===== src/rtl/reg_serializer.sv =====
// -----------------------------------------------------------------------------
// reg_serializer
//
// Purpose:
//    Parallel-in / serial-out transmit register. A LEN-bit word is captured
//    from the register-file side on an accepted load_s and shifted out one bit
//    per clk_enable tick. A ready/busy/done handshake paces the producer.
//
// Parameters:
//    LEN         word width in bits (>= 2)
//    MSB_FIRST   1: bit LEN-1 leaves first, 0: bit 0 leaves first
//    IDLE_LEVEL  level driven on sout whenever no word is in flight
//
// Ports:
//    clk         rising-edge clock
//    clr         asynchronous reset, active-high
//    clr_s       synchronous clear, active-low (not gated by clk_enable)
//    data        word to transmit, sampled on the accepting edge
//    load_s      start request, honoured only while ready=1
//    clk_enable  bit-rate tick, one bit advances per high cycle
//    sout        registered serial data out
//    ready       idle, a load_s is accepted on this edge
//    busy        word in flight
//    done        single-cycle pulse after the last bit's tick
// -----------------------------------------------------------------------------
module reg_serializer #(
   parameter int   LEN        = 8,
   parameter bit   MSB_FIRST  = 1'b1,
   parameter logic IDLE_LEVEL = 1'b1
) (
   input  logic           clk,
   input  logic           clr,
   input  logic           clr_s,
   input  logic [LEN-1:0] data,
   input  logic           load_s,
   input  logic           clk_enable,
   output logic           sout,
   output logic           ready,
   output logic           busy,
   output logic           done
);

   localparam int CW = $clog2(LEN);

   localparam logic [1:0] S_IDLE  = 2'd0;
   localparam logic [1:0] S_SHIFT = 2'd1;
   localparam logic [1:0] S_DONE  = 2'd2;

   localparam logic [CW-1:0] CNT_LAST = CW'(LEN - 1);
   localparam logic [CW-1:0] CNT_ONE  = CW'(1);

   logic [1:0]     state_q, state_d;
   logic [LEN-1:0] shreg_q, shreg_d;
   logic [LEN-1:0] shreg_shifted;
   logic [CW-1:0]  cnt_q, cnt_d;
   logic           sout_q, sout_d;

   // Shift one place toward the output end, zero-filling the far end.
   genvar gi;
   generate
      for (gi = 0; gi < LEN; gi++) begin : g_shift
         if (MSB_FIRST) begin : g_msb
            if (gi == 0) begin : g_fill
               assign shreg_shifted[gi] = 1'b0;
            end else begin : g_move
               assign shreg_shifted[gi] = shreg_q[gi-1];
            end
         end else begin : g_lsb
            if (gi == LEN - 1) begin : g_fill
               assign shreg_shifted[gi] = 1'b0;
            end else begin : g_move
               assign shreg_shifted[gi] = shreg_q[gi+1];
            end
         end
      end
   endgenerate

   always_comb begin
      state_d = state_q;
      shreg_d = shreg_q;
      cnt_d   = cnt_q;

      if (!clr_s) begin
         // Synchronous clear beats any pending load or shift.
         state_d = S_IDLE;
         shreg_d = '0;
         cnt_d   = '0;
      end else begin
         case (state_q)
            S_IDLE: begin
               if (load_s) begin
                  shreg_d = data;
                  cnt_d   = CNT_LAST;
                  state_d = S_SHIFT;
               end
            end
            S_SHIFT: begin
               if (clk_enable) begin
                  if (cnt_q == '0) begin
                     state_d = S_DONE;
                  end else begin
                     shreg_d = shreg_shifted;
                     cnt_d   = cnt_q - CNT_ONE;
                  end
               end
            end
            S_DONE: begin
               // load_s deliberately ignored here; no request is queued.
               state_d = S_IDLE;
            end
            default: begin
               state_d = S_IDLE;
            end
         endcase
      end

      // sout is registered, so it is computed from the next state/shreg:
      // the first bit then appears in the cycle after the load edge.
      if (state_d == S_SHIFT) begin
         sout_d = MSB_FIRST ? shreg_d[LEN-1] : shreg_d[0];
      end else begin
         sout_d = IDLE_LEVEL;
      end
   end

   always_ff @(posedge clk or posedge clr) begin
      if (clr) begin
         state_q <= S_IDLE;
         shreg_q <= '0;
         cnt_q   <= '0;
         sout_q  <= IDLE_LEVEL;
      end else begin
         state_q <= state_d;
         shreg_q <= shreg_d;
         cnt_q   <= cnt_d;
         sout_q  <= sout_d;
      end
   end

   assign sout  = sout_q;
   assign ready = (state_q == S_IDLE);
   assign busy  = (state_q == S_SHIFT);
   assign done  = (state_q == S_DONE);

endmodule

===== config.mk =====
export PLATFORM = sky130hd
export DESIGN_NAME = reg_serializer
export DESIGN_NICKNAME = d
export VERILOG_FILES = /design/src/rtl/reg_serializer.sv
export SDC_FILE = /design/constraint.sdc
export NUM_CORES = 1
export LEC_CHECK = 0
export CAP_MARGIN = 20
export CORE_UTILIZATION = 40
export DETAILED_ROUTE_END_ITERATION = 8
export PLACE_DENSITY_LB_ADDON = 0.12
export RECOVER_POWER = 25
export SYNTH_ARGS = -nofsm -noshare
export SYNTH_HDL_FRONTEND = slang
export SYNTH_SLANG_ARGS = --single-unit

===== constraint.sdc =====
create_clock -name clk -period 2.95 [get_ports clk]
set_input_delay 0.295 -clock clk [delete_from_list [all_inputs] [get_ports clk]]
set_output_delay 0.295 -clock clk [all_outputs]
set_load 0.03 [all_outputs]

==> results.md <==
* Routed len/inst at ~15 um
* Detail Route Antenna Nets at 0
* Synth unique cells at 35
* Initial Utilization at 0.430
* Dpl ws at roughly 900 ps
* Internal at 0.314 mW
* Register area share after synthesis at 0.417
* Nets at 111
* Sw Share at 0.324
* Seq cells post-synth at 14
* Worst-path maximum fanout at 11
* Post-synth top area share at 0.386
* Net switching power at 0.150 mW
* Drt first-iter violations at 39
* H-Tree Depth at 1
* Post-synth net total at 95
* XOR/XNOR share of the synthesized area at 0
* Core footprint at a little under 2000 um2
* DR vias at 723
* DR vias/cell at 5.93
* Hold_buf cts at 0
* Final TNS setup at 0 ps
* Yosys warnings at 0
* TritonCTS buffer count at 3
* Peak supply drop at 0.000239 V
* Total gr overflow at 0
* Clock Root Buffer: clkbuf_4
* CP Launch Type: register
* Routability cong. at around 0.7
* HPWL after DPL at 1.21 mm
* Die Y at 47.9 um
* Max_cap viols at 0
* Crit Path Category: register to output pin
* Sequential power share at 0.473
* CTS clock-pin slew for the worst setup and hold paths at around 80 ps
* Syn Area/Cell at 10.5 um2
* Share of cells above drive strength 1 at 0.168
* Power, Total at 0.464 mW
* Final Max Tran Viols at 0
* Post-Route WL at about 1.8 mm
* Final Hold Fails at 0
* Final setup vio count at 0
* Setup bufs post-CTS at 0
* Number of diodes at 0
* Arr. time, crit path at 1900 ps
* Die Wd at 47.9 um
* Ports at 17
* Top post-synthesis cells by area: dfrtp_1 39%, o311ai_1 7.3%, nand4_1 5.2%
* Mux share of post-synthesis cell area at 0
* Fin util at 0.520
* Initial antenna violation count at 0
* Fmax at between 400 and 500 MHz
* Placed cells at 118
* Min cycle time layout at 2190 ps
* Hold/Removal Path Class: primary input to asynchronous set/reset pin
* Period utilization at 0.743
* Comb power frac at 0.281
* Row cnt at 16
* Post-Syn Instances at 80
* WP data required at 2650 ps
* Clock sinks at 14
* CTS tree: yes
* Port bufs at 16
* First-pass GRT wire length at 2.93 mm
* Die ar. at 2300 um2
* Layout area overhead at 20.9%
* Clock power frac at 0.246
* Crit end category: output pin
* Post_cts resized at 0
* Post-Synth Adder-Cell Area at 0.0297
* Setup Skew at 3.23 ps
* Pleak at a little over 0.4 nW
* Clk Latency, worst-skew pair at 280 ps
* Length of the first detailed-routing pass in iterations at 4
* Synth area leader: dfrtp_1
* Drt drc at 0
* Global-route total usage across every layer at 0.188
* Simple-Gate Fraction of Synth Area at 0.236
* Max-slew headroom at 0.650
* Synth Area in Compound Gates at 0.215
* Tightest Pin Transition at 524 ps
* CTS max path bufs at 2
* RSZ-0062 raised after global routing: no
* Largest net degree at the start of global routing at 15
* Outcome: completed
* Synth Cell Area at 843 um2
* Final Non-Filler Cells at 122
* Final Worst Setup Slack at 759 ps
* Vias in the first global route at 628
* Power per cell area at between 400 and 500 nW/um2
* Combinational family with the most area after synthesis: simple AND/OR/NAND/NOR gates
-- registers in the layout, summed over array words and instances, names as in the netlist --
| name | flops |
|---|---|
| cnt_q | 3 |
| state_q | 2 |
| shreg_q | 8 |
| sout | 1 |
-- layout make-up --
type | instances | area (um2)
inverters | 6 | 35.0
fillers | 208 | 942
clock buffers | 4 | 26.3
well taps | 27 | 33.8
multi-input cells | 54 | 405
flip-flops and latches | 14 | 352
repair buffers | 17 | 168
-- cell usage after synthesis --
| cell type | number |
|---|---|
| dfrtp_1 | 13 |
| nand2_1 | 7 |
| nand4_1 | 7 |
| o311ai_1 | 7 |
| a31oi_1 | 6 |
| inv_1 | 5 |
| nor2_1 | 3 |
| a21oi_1 | 2 |
| buf_6 | 2 |
| ha_1 | 2 |
| nor4_1 | 2 |
| a211oi_1 | 1 |
| a221oi_2 | 1 |
| a311oi_2 | 1 |
| a32oi_1 | 1 |
| and2_1 | 1 |
| and2b_2 | 1 |
| and2b_4 | 1 |
| and3b_2 | 1 |
| and4b_2 | 1 |
| buf_2 | 1 |
| buf_4 | 1 |
| clkbuf_4 | 1 |
| clkinv_8 | 1 |
| dfstp_2 | 1 |
| dlygate4sd1_1 | 1 |
| nand2b_1 | 1 |
| nand2b_2 | 1 |
| nand3_1 | 1 |
| nand4_2 | 1 |
| nor3_1 | 1 |
| nor3b_2 | 1 |
| o311a_1 | 1 |
| o311ai_2 | 1 |
| or3b_1 | 1 |
-- through the flow --
stage / area [um2] / hold WS (ps)
final: 1020 / 481
after global routing: 1020 / 516
after CTS: 1020 / 356
after detailed placement: 993 / 502
after global placement: 993 / 503
after floorplan: 843 / 184
-- power groups by stage --
stage,logic [mW],registers (mW),clock network (mW)
after global routing,0.143,0.222,0.125
after floorplan,0.0928,0.223,0
after CTS,0.131,0.219,0.117
after detailed placement,0.130,0.223,0
after global placement,0.129,0.223,0
final,0.130,0.219,0.114
-- worst max-delay path, cell delays in order, from the launching register on --
cell and delay (ps):
dfrtp_1 450, nand2b_2 360, clkinv_8 130, clkdlybuf4s50_1 670
-- cells in the final DEF, fill, tap and decap left out, types with 2 or more instances in the layout --
cell             instances
clkdlybuf4s50_1         15
nand2_1                  7
inv_1                    5
a21oi_1                  2
nand4_1                  7
dfrtp_1                 13
nor2_1                   3
a31oi_1                  6
clkbuf_4                 3
o311ai_1                 7
nor4_1                   2
ha_1                     2
-- cells by family after synthesis --
family / after synthesis
and+or+nand+nor: 31
AOI/OAI and AO/OA: 21
DFF: 14
buffers and inverters: 12
adders and majority gates: 2
-- layer usage --
layer | wire length, um | global-route usage | vias up
met1 | 843 | 0.273 | 348
li1 | - | - | 343
met4 | 35 | 0.0833 | 0
met3 | 76 | 0.0226 | 5
met5 | 0 | 0 | -
met2 | 850 | 0.278 | 27
-- path summary, 6_finish.rpt --
check / start / to / slack (ps) / cells past startpoint
setup / recovery: state_q[1] / busy / 760 / 3
hold / removal: clr / state_q[1] / 480 / 2
setup reg to reg: cnt_q[0] / cnt_q[2] / 1390 / 5
hold reg to reg: cnt_q[0] / cnt_q[0] / 520 / 1
max in group asynchronous: clr / sout / 2110 / 2
min in group clk: cnt_q[0] / cnt_q[0] / 520 / 1
Power figures use the tool's default switching activity.
